==> src/rtl/pipeline_stitch_rv_if.sv <==
// Valid/ready stream bundle; master drives valid/data, slave drives ready.
interface pipeline_stitch_rv_if #(
    parameter int DATA_WIDTH = 32
);
    logic                  valid;
    logic                  ready;
    logic [DATA_WIDTH-1:0] data;

    modport master (output valid, output data, input ready);
    modport slave  (input valid, input data, output ready);
endinterface

==> src/rtl/pipeline_stitch_rv.sv <==
// Stitched add-constant pipeline: capture slot + NUM_STAGES stages, each adding INCR.
// Latency: NUM_STAGES+1 edges from accept to out_valid when unstalled; 1 item/cycle.
// Backpressure: combinational ready chain, empty slots fill under stall; flush drops all.
module pipeline_stitch_rv #(
    parameter int          DATA_WIDTH = 32,
    parameter int          NUM_STAGES = 2,
    parameter logic [63:0] INCR       = 64'd1,
    parameter int          OCC_W      = $clog2(NUM_STAGES + 2)
) (
    input  logic                       clk,
    input  logic                       rst_n,
    pipeline_stitch_rv_if.slave        i_in,
    pipeline_stitch_rv_if.master       o_out,
    input  logic                       i_flush,
    output logic [OCC_W-1:0]           o_occupancy
);
    localparam logic [DATA_WIDTH-1:0] INCR_W = DATA_WIDTH'(INCR);

    logic [DATA_WIDTH-1:0] r_dat [NUM_STAGES+1];
    logic [NUM_STAGES:0]   r_vld;

    logic [DATA_WIDTH-1:0] w_nxt_dat [NUM_STAGES+1];
    logic [NUM_STAGES:0]   w_up_vld;
    logic [NUM_STAGES:0]   w_rdy;
    logic [OCC_W-1:0]      w_occ;

    // Slot k is ready unless it and every slot downstream are full and the
    // output is stalled; evaluated flat so the chain has no self-referencing vector.
    function automatic logic slot_rdy(input logic [NUM_STAGES:0] v, input int k,
                                      input logic ordy);
        logic full;
        full = 1'b1;
        for (int j = 0; j <= NUM_STAGES; j++) begin
            if (j >= k) begin
                full = full & v[j];
            end
        end
        return ~full | ordy;
    endfunction

    for (genvar k = 0; k <= NUM_STAGES; k++) begin : g_slot
        assign w_rdy[k] = slot_rdy(r_vld, k, o_out.ready);
        if (k == 0) begin : g_cap
            assign w_up_vld[k]  = i_in.valid;
            assign w_nxt_dat[k] = i_in.data;
        end else begin : g_stage
            assign w_up_vld[k]  = r_vld[k-1];
            assign w_nxt_dat[k] = r_dat[k-1] + INCR_W;
        end
    end

    always_ff @(posedge clk or negedge rst_n) begin
        if (!rst_n) begin
            r_vld <= '0;
            for (int k = 0; k <= NUM_STAGES; k++) begin
                r_dat[k] <= '0;
            end
        end else if (i_flush) begin
            // Data registers keep their contents; only the valid bits drop.
            r_vld <= '0;
        end else begin
            for (int k = 0; k <= NUM_STAGES; k++) begin
                if (w_rdy[k]) begin
                    r_vld[k] <= w_up_vld[k];
                    if (w_up_vld[k]) begin
                        r_dat[k] <= w_nxt_dat[k];
                    end
                end
            end
        end
    end

    always_comb begin
        w_occ = '0;
        for (int k = 0; k <= NUM_STAGES; k++) begin
            w_occ = w_occ + OCC_W'(r_vld[k]);
        end
    end

    assign i_in.ready  = w_rdy[0] & ~i_flush;
    assign o_out.valid = r_vld[NUM_STAGES];
    assign o_out.data  = r_dat[NUM_STAGES];
    assign o_occupancy = w_occ;
endmodule

==> src/flat_wrapper.sv <==
// flat-port wrapper written by rule: the top's interface ports become plain ports
module pipeline_stitch_rv_flat 
#(
    parameter int          DATA_WIDTH = 32,
    parameter int          NUM_STAGES = 2,
    parameter logic [63:0] INCR       = 64'd1,
    parameter int          OCC_W      = $clog2(NUM_STAGES + 2)
)
  (clk, rst_n, i_flush, o_occupancy, i_in_valid, i_in_data, i_in_ready, o_out_valid, o_out_data, o_out_ready);
  pipeline_stitch_rv_if #(.DATA_WIDTH(DATA_WIDTH)) i_in_i ();
  pipeline_stitch_rv_if #(.DATA_WIDTH(DATA_WIDTH)) o_out_i ();
  input  logic clk;
  input  logic rst_n;
  input  logic i_flush;
  output logic [OCC_W-1:0] o_occupancy;
  input wire logic [$bits(i_in_i.valid)-1:0] i_in_valid;
  input wire logic [$bits(i_in_i.data)-1:0] i_in_data;
  output wire logic [$bits(i_in_i.ready)-1:0] i_in_ready;
  output wire logic [$bits(o_out_i.valid)-1:0] o_out_valid;
  output wire logic [$bits(o_out_i.data)-1:0] o_out_data;
  input wire logic [$bits(o_out_i.ready)-1:0] o_out_ready;
  assign i_in_i.valid = i_in_valid;
  assign i_in_i.data = i_in_data;
  assign i_in_ready = i_in_i.ready;
  assign o_out_valid = o_out_i.valid;
  assign o_out_data = o_out_i.data;
  assign o_out_i.ready = o_out_ready;
  pipeline_stitch_rv #(.DATA_WIDTH(DATA_WIDTH), .NUM_STAGES(NUM_STAGES), .INCR(INCR), .OCC_W(OCC_W)) u_core (.clk(clk), .rst_n(rst_n), .i_in(i_in_i), .o_out(o_out_i), .i_flush(i_flush), .o_occupancy(o_occupancy));
endmodule
==> config.mk <==
export PLATFORM = sky130hd
export DESIGN_NAME = pipeline_stitch_rv_flat
export DESIGN_NICKNAME = d
export VERILOG_FILES = /design/src/rtl/pipeline_stitch_rv_if.sv /design/src/rtl/pipeline_stitch_rv.sv /design/src/flat_wrapper.sv
export SDC_FILE = /design/constraint.sdc
export NUM_CORES = 1
export LEC_CHECK = 0
export ABC_AREA = 0
export CORE_ASPECT_RATIO = 1.5
export CORE_UTILIZATION = 45
export CTS_CLUSTER_SIZE = 28
export DETAILED_ROUTE_END_ITERATION = 8
export PLACE_DENSITY = 0.71
export SYNTH_ARGS = -nofsm -noshare
export SYNTH_HDL_FRONTEND = slang
export SYNTH_SLANG_ARGS = --single-unit
export TNS_END_PERCENT = 100
==> constraint.sdc <==
create_clock -name clk -period 1.8 [get_ports clk]
set_clock_uncertainty 0.2 [all_clocks]
set_input_delay 0.27 -clock clk [delete_from_list [all_inputs] [get_ports clk]]
set_output_delay 0.27 -clock clk [all_outputs]
set_load 0.02 [all_outputs]
# Word-level counts from Yosys, hierarchy flattened
# Index checks and enable logic that the tools add are counted.
# Widths: inputs -> output; s select.
[word_totals] mem_bits_ro=0 mem_bits_rw=0 inputBits=37 latchBits=0 output_inout_bits=36 mem_count=0 register_bits=99 word_cells=31
[classes] order_cmp=0 addsub=4 n_bitwise=11 n_shift=0 n_reduce_logical=6 mul=0 div=0 eq_ne=0 mux=4
[op_table] cell="$add 32x1->32 const B" n=2
[op_table] cell="$reduce_and 3->1" n=3
[op_table] cell="$reduce_bool 2->1" n=3
[op_table] cell="$and 1x1->1" n=4
[op_table] cell="$not 1->1" n=4
[op_table] cell="$mux 1" n=3
[op_table] cell="$mux 3" n=1
[op_table] cell="$or 1x1->1" n=3
[op_table] cell="$add 1x1->2" n=1
[op_table] cell="$add 2x1->2" n=1

# Longest topological paths before layout
# Gate-level depths: netlist (run 1).
[depth] word_depth=6 mapped_depth=8 depth_no_buf=6

# Least setup slack after synthesis (run 1)
# Ideal clock, no wire load.
[synth_timing] kind="register to register" startpoint="register u_core.r_vld[2]" endpoint="register u_core.r_dat[65] (netlist bit)" setup_time_ns=0.125 required_ns=1.475 slack_ns=-0.429 synth_period_minus_slack_ns=2.229 stages_incl_launch_ff=7 arrival_time_ns=1.904 path_buffers=1 cell_sequence="dfrtp_1 nor2b_1 and2_1 a21oi_1 nand2_1 buf_2 mux2_2"
[synth_between] elab_chain_len=4
[synth_lines] element="start, declared" line="pipeline_stitch_rv.sv:20" rtl="logic [NUM_STAGES:0] r_vld;"
[synth_lines] element="start signal, assigned by index" line="pipeline_stitch_rv.sv:64" rtl="r_vld[k] <= w_up_vld[k];"
[synth_lines] element="$and 1x1->1" line="pipeline_stitch_rv.sv:35" rtl="full = full & v[j];"
[synth_lines] element="$not 1->1" line="pipeline_stitch_rv.sv:38" rtl="return ~full | ordy;"
[synth_lines] element="$or 1x1->1" line="pipeline_stitch_rv.sv:38"
[synth_lines] element="$reduce_and 3->1 (no line)"
[synth_lines] element="end signal, assigned by index" line="pipeline_stitch_rv.sv:66" rtl="r_dat[k] <= w_nxt_dat[k];"
[synth_lines] element="end, declared" line="pipeline_stitch_rv.sv:19" rtl="logic [DATA_WIDTH-1:0] r_dat [NUM_STAGES+1];"
# No other way between the ends.
# A chain may end at the register's enable or synchronous reset.

# Final worst setup path (run 1)
[layout_timing] startpoint="register u_core.r_dat[64] (netlist bit)" endpoint="register u_core.r_dat[58] (netlist bit)"
[layout_between] elab_chain_len=1
[layout_lines] element="$add 32x1->32" line="pipeline_stitch_rv.sv:48" rtl="assign w_nxt_dat[k] = r_dat[k-1] + INCR_W;"
# No other way between the ends.

==> summary.md, run 1 <==
| Metric | Value |
|---|---|
| Highest fanout seen on the critical path | 3 |
| Number of synthesized flops with an enable pin | 0 |
| Final worst setup slack | -0.137 ns |
| Maximum ir drop on the vdd rail | 713 uV |
| Synthesized netlist cell count | 500 |
| Leading post-synthesis cells by cell area | dfrtp_1, mux2_2, xor2_1 |
| Share of synthesized area occupied by flip-flops and latches | 0.487 |
| Vias per Instance | 5.15 |
| Post-Synthesis Cell Area | between 0.005 and 0.006 mm2 |
| Count of max-cap constraint violations | 0 |
| Worst reg2reg setup slack | -0.14 ns |
| Portion of synthesized cell area occupied by the leading cell type | 0.487 |
| Length of the first detailed-routing pass in iterations | 4 |
| Total of fill cells in the finished design | 808 |
| Total Die Area | 0.0117 mm2 |
| Combinational share of power | 0.313 |
| Residual antenna-violating net count after detailed routing | 0 |
| Vias post-DR | 3,989 |
| Synth warnings | 0 |
| Count of port buffers added during placement | 72 |
| Time the final worst path needs with I/O delays and setup | 1.94 ns |
| Proportion of power drawn by flip-flops and latches | 0.426 |
| Inserted Clock Buffers | 9 |
| Average wire per standard cell | ~15 um |
| Period utilisation layout | 1.08 |
| Async set or reset register ratio after synthesis | 1.00 |
| Failing checks | negative setup slack |
| Clock-pin slew reported for the worst setup and hold paths after clock tree synthesis | ~0.06 ns |
| Crit start category | flip-flop |
| Latest clock arrival within the worst-skew pair | 0.35 ns |
| Num Clock Sinks | 99 |
| Highest achievable clock rate | 516 MHz |
| Kind of critical path | reg -> reg |
| Largest net degree at the start of global routing | 38 |
| Clock tree from TritonCTS | done |
| Number of placement rows | 47 |
| Share of final-layout standard cells stronger than drive strength 1 | 0.372 |
| Leakage power | 3.25 nW |
| Final Hold Fails | 0 |
| Total wirelength of the detailed-routed design | around 12,000 um |
| Synthesis-to-layout area growth | 43.7% |
| Worst endpoint data arrival time | around 2.0 ns |
| Core area | 0.0110 mm2 |
| H-tree levels | 3 |
| Worst slew margin | 0.666 |
| RSZ-0062 raised after global routing | yes |
| Clock power share | 0.262 |
| Leading cell types by count after synthesis | dfrtp_1, nand2_1, nor2_1 |
| Worst hold slack | 0.221 ns |
| Initial DRC Count | 146 |
| Top FF cell, synth | dfrtp_1 |
| FF+latch count, synth | 99 |
| Post-placement setup slack | -0.421 ns |
| Synth Area per Inst | 10.2 um2 |
| GR Overflow Total | 0 |
| Switching share of power | 0.311 |
| DPL Wire Length | 7730 um |
| Wire length of the first global-routing pass | 17,700 um |
| Status | complete, but fails checks |
| Type of element capturing the critical path | flip-flop |
| Cell-internal power | between 4 and 5 mW |
| Vias in the first global route | 3,841 |
| Hold crit path type | in -> async |
| # DRC | 0 |
| Initial Util | 0.463 |
| Transition time at the pin with the least slew margin | 0.501 ns |
| Antenna diodes | 0 |
| Count of pins on the block boundary | 73 |
| Cell type contributing the most total cell area after synthesis | dfrtp_1 |
| Initial antenna violation count | 0 |
| GP Congestion | 0.862 |
| Number of failing setup endpoints in the final timing report | 55 |
| Top-count cell post-synth | dfrtp_1 |
| Final Max Slew Viols | 0 |
| # nets final | 663 |
| Width of the chip | between 80 and 90 um |
| Worst endpoint required time | between 1.5 and 2 ns |
| Overall die height | about 130 um |
| Global-route usage over all layers | 0.195 |
| Number of distinct library cell variants in the gate-level netlist after synthesis | 40 |
| Switching power of the nets | around 2.2 mW |
| Pwr Density | around 980 mW/mm2 |
| Synth Net Count | 540 |
| Clock root cell | clkbuf_16 |
| Maximum number of buffers from clock root to sink | 2 |
timing repair:
item	in CTS	in global routing
setup endpoints to repair	68	108
setup buffers	3	6
cloned	5	5
pin swaps	14	34
resized for setup	66	99
hold endpoints to repair	35	0
hold buffers	1	0
cell type report:
class | count | area (um2) | area share
Tap cell | 147 | 184 | 0.0252
Clock buffer | 11 | 233 | 0.0318
Sequential cell | 99 | 2480 | 0.340
Timing Repair Buffer | 166 | 1690 | 0.232
Multi-Input combinational cell | 344 | 2650 | 0.363
Inverter | 3 | 11.3 | 0.00154
Clock inverter | 4 | 52.6 | 0.00719
worst max-delay path: stages (launching register included):
cell and delay (ns):
dfrtp_1 0.36, ha_2 0.20, and4_4 0.27, nand3_4 0.10
or4_4 0.49, a21oi_2 0.16, a21o_1 0.10
layer usage:
layer / GRT usage / routed length [um] / vias to the layer above
li1: - / - / 1943
met1: 0.230 / 4670 / 1938
met2: 0.341 / 6240 / 80
met3: 0.0332 / 331 / 28
met4: 0.0869 / 355 / 0
met5: 0 / 0 / -
sequential cells by signal, indices dropped and copies added (netlist names):
name               cells
u_core.o_out.data     32
u_core.r_vld           3
u_core.r_dat          64
power by group through the flow:
| stage | Combinational, mW | Clock (mW) | Sequential (mW) |
|---|---|---|---|
| 6_report | 2.25 | 1.88 | 3.06 |
| 5_1_grt | 2.44 | 2.00 | 3.13 |
| 4_1_cts | 2.15 | 1.90 | 3.05 |
| 3_5_place_dp | 2.07 | 0 | 3.08 |
| 3_3_place_gp | 2.02 | 0 | 3.06 |
| 2_1_floorplan | 1.33 | 0 | 3.07 |
cell usage in the layout, fill, tap and decap left out, types with 3 or more instances in the layout:
cell type / count
nor3_2: 3
nand3_4: 3
clkdlybuf4s50_1: 43
nand4_1: 21
xnor2_1: 21
nand3_1: 19
dfrtp_2: 5
mux2_2: 34
dfrtp_1: 94
o21ai_2: 9
clkinvlp_4: 3
nand2_1: 27
or3b_4: 3
nand3_2: 4
nor2_1: 41
o21ai_1: 18
clkbuf_16: 11
and4_4: 5
nor3_4: 6
xnor2_2: 3
xor2_1: 32
nand2_2: 16
buf_4: 65
and3_2: 3
dlymetal6s2s_1: 23
buf_6: 21
and3_1: 8
a21oi_1: 30
xor2_2: 3
nor4_4: 3
buf_12: 7
inv_1: 3
final timing paths:
check | endpoint | cells after the start | start
setup / recovery | u_core.r_dat[58] | 6 | u_core.r_dat[64]
hold / removal | u_core.r_dat[64] | 2 | rst_n
setup reg to reg | u_core.r_dat[58] | 6 | u_core.r_dat[64]
hold reg to reg | u_core.o_out.data[1] | 1 | u_core.o_out.data[1]
max in group asynchronous | u_core.r_dat[49] | 3 | rst_n
min in group clk | u_core.r_vld[2] | 3 | i_flush
through the flow:
step / util / setup TNS, ns / instance area [um2] / instances / total power, mW
4_1_cts: 0.624 / -3.37 / 6860 / 764 / 7.10
2_1_floorplan: - / -3.13 / 5210 / 500 / 4.40
6_report: 0.665 / -2.13 / 7310 / 774 / 7.19
5_1_grt: 0.665 / -5.58 / 7310 / 774 / 7.57
3_5_place_dp: 0.579 / -26.99 / 6370 / 740 / 5.16
3_3_place_gp: 0.579 / -22.65 / 6370 / 740 / 5.08
kinds of logic (layout without fill, tap and decap cells):
logic type,after synthesis,in the layout,synth area share
xor+xnor,59,59,0.102
flops,99,99,0.487
mux,37,37,0.0817
compound gates,63,63,0.0645
buf+inv,59,184,0.0748
simple gates,180,182,0.182
fa+ha+maj,3,3,0.00886
(Power assumes the default switching activity.)
==> run 2, diff against run 1 <==
--- a/config.mk
+++ b/config.mk
@@ -7,10 +7,9 @@
 export LEC_CHECK = 0
 export ABC_AREA = 0
 export CORE_ASPECT_RATIO = 1.5
-export CORE_UTILIZATION = 45
+export CORE_UTILIZATION = 30
 export CTS_CLUSTER_SIZE = 28
 export DETAILED_ROUTE_END_ITERATION = 8
-export PLACE_DENSITY = 0.71
 export SYNTH_ARGS = -nofsm -noshare
 export SYNTH_HDL_FRONTEND = slang
 export SYNTH_SLANG_ARGS = --single-unit
==> summary.md, run 2 (synthesis results as in run 1) <==
| Metric | Value |
|---|---|
| Status | complete, but fails checks |
| Failing checks | negative setup slack |
| # nets final | 678 |
| Final Hold Fails | 0 |
| Count of port buffers added during placement | 72 |
| Crit path buf inv count | 3 |
| Switching share of power | 0.312 |
| Num Clock Sinks | 99 |
| Final Max Slew Viols | 0 |
| Number of placement rows | 57 |
| Post-placement setup slack | -0.395 ns |
| GP Congestion | between 0.8 and 0.9 |
| Initial DRC Count | 116 |
| Highest fanout seen on the critical path | 6 |
| Clock power share | 0.260 |
| Hold crit path type | in -> async |
| Largest register FFs | 64 |
| Wire length of the first global-routing pass | roughly 20,000 um |
| Time the final worst path needs with I/O delays and setup | 1.95 ns |
| Cell type group with the largest total delay on the critical path | simple AND/OR/NAND/NOR gates |
| Transition time at the pin with the least slew margin | about 0.33 ns |
| Inserted Clock Buffers | 9 |
| Maximum number of buffers from clock root to sink | 2 |
| Initial antenna violation count | 0 |
| Placed cells | around 800 |
| Share of final-layout standard cells stronger than drive strength 1 | 0.386 |
| Cell-by-cell trace of the critical path | buf_6 > and2_4 > buf_6 > or3b_4 > buf_16 > nand2_2 > o21ai_1 |
| Total Die Area | 0.0175 mm2 |
| Average wire per standard cell | 15.3 um |
| Post-Layout Inst Area | between 0.007 and 0.008 mm2 |
| Kind of critical path | reg -> reg |
| Proportion of power drawn by flip-flops and latches | 0.411 |
| DPL Wire Length | between 8000 and 9000 um |
| Overall power of the completed layout | 7.40 mW |
| Pwr Density | roughly 980 mW/mm2 |
| CP peak stage delay | 0.48 ns |
| Highest achievable clock rate | between 500 and 600 MHz |
| Maximum ir drop on the vdd rail | 512 uV |
| Core area | roughly 0.016 mm2 |
| Period utilisation layout | 1.08 |
| Register with the most flip-flops | u_core.r_dat |
| Type of element capturing the critical path | flip-flop |
| Commonest cells after routing, fill and taps aside | dfrtp_1, buf_4, clkdlybuf4s50_1 |
| H-tree levels | 3 |
| Leakage power | 3.34 nW |
| DP Area | 0.00648 mm2 |
| Most prevalent standard cell on the critical path | buf_6 |
| Crit path depth | 7 |
| # DRC | 0 |
| Cell-internal power | 5.09 mW |
| Number of standard cells in the final layout excluding fillers | approximately 850 |
| Width of the chip | about 110 um |
| Synthesis-to-layout area growth | 48.9% |
| Antenna diodes | 0 |
| Combinational share of power | 0.329 |
| Residual antenna-violating net count after detailed routing | 0 |
| Critical Path Slowest Stage Cell | or3b_4 |
| Worst endpoint required time | 1.83 ns |
| Setup TNS | -5.08 ns |
| Count of pins on the block boundary | 73 |
| Latest clock arrival within the worst-skew pair | 0.35 ns |
| Count of max-cap constraint violations | 0 |
| RSZ-0062 raised after global routing | yes |
| Length of the first detailed-routing pass in iterations | 4 |
| Vias post-DR | roughly 4,100 |
| Number of failing setup endpoints in the final timing report | roughly 70 |
| Worst endpoint data arrival time | 1.98 ns |
| Vias per Instance | 4.79 |
| Clock root cell | clkbuf_16 |
| Vias in the first global route | ~4,300 |
| Clock-pin slew reported for the worst setup and hold paths after clock tree synthesis | 0.06 ns |
| Switching power of the nets | 2.31 mW |
| Final worst setup slack | -0.148 ns |
| Overall die height | 161 um |
| Number of cells on the worst reg-to-reg path | 7 |
| Worst hold slack | 0.156 ns |
| GR Overflow Total | 0 |
| Total wirelength of the detailed-routed design | 13,000 um |
| Worst slew margin | 0.781 |
| Largest net degree at the start of global routing | 34 |
| Clock tree from TritonCTS | done |
| Global-route usage over all layers | 0.147 |
| Crit start category | flip-flop |
| Initial Util | 0.310 |
| Most frequent standard cell in the layout excluding fill and tap cells | dfrtp_1 |
| Final Core Density | 0.462 |
run 2: cell type report:
| cell class | count | area [um2] |
|---|---|---|
| fillers | 1489 | 8830 |
| clock inverters | 5 | 52.6 |
| clock buffers | 11 | 243 |
| multi-input cells | 344 | 2620 |
| repair buffers | 181 | 1910 |
| inverters | 3 | 11.3 |
| well taps | 206 | 258 |
| flip-flops and latches | 99 | 2480 |
run 2: worst paths after layout:
check                                           from                     to  slack, ns
worst max-delay path                 u_core.r_vld[1]       u_core.r_dat[57]      -0.15
worst min-delay path                           rst_n        u_core.r_vld[0]       0.16
worst max register to register       u_core.r_vld[1]       u_core.r_dat[57]      -0.15
worst min register to register  u_core.o_out.data[1]   u_core.o_out.data[1]       0.31
max in group asynchronous                      rst_n  u_core.o_out.data[14]       0.72
min in group clk                u_core.o_out.data[1]   u_core.o_out.data[1]       0.31
run 2: timing repair:
item | 4_1_cts | 5_1_grt
pin swaps | 18 | 38
gates cloned | 8 | 7
resized for setup | 82 | 85
hold buffers | 1 | 0
endpoints found under the hold margin | 99 | 0
buffers inserted | 5 | 9
endpoints found under the setup margin | 68 | 119
run 2: worst register-to-register path, cell delays in order, from the launching register on:
cell	delay [ns]
dfrtp_1	0.42
buf_6	0.14
and2_4	0.18
buf_6	0.12
or3b_4	0.48
buf_16	0.19
nand2_2	0.05
o21ai_1	0.06
run 2: routing by layer:
layer  GRT usage  routed length, um  up-vias
met2       0.274               7380       77
met5           0                  0        -
li1            -                  -     1987
met4      0.0848                350        0
met1       0.157               4890     1978
met3      0.0141                344       22
run 2: power groups by stage:
stage	registers, mW	clock network (mW)	logic [mW]
6_report	3.04	1.92	2.44
5_1_grt	3.10	2.06	2.63
2_1_floorplan	3.07	0	1.33
3_3_place_gp	3.05	0	2.12
4_1_cts	3.03	1.96	2.30
3_5_place_dp	3.08	0	2.17
==> run 3, diff against run 2 <==
--- a/config.mk
+++ b/config.mk
@@ -10,6 +10,7 @@
 export CORE_UTILIZATION = 30
 export CTS_CLUSTER_SIZE = 28
 export DETAILED_ROUTE_END_ITERATION = 8
+export SLEW_MARGIN = 0
 export SYNTH_ARGS = -nofsm -noshare
 export SYNTH_HDL_FRONTEND = slang
 export SYNTH_SLANG_ARGS = --single-unit
==> results of run 3 <==
The final DEF is identical to that of run 2; final timing and power are the same.
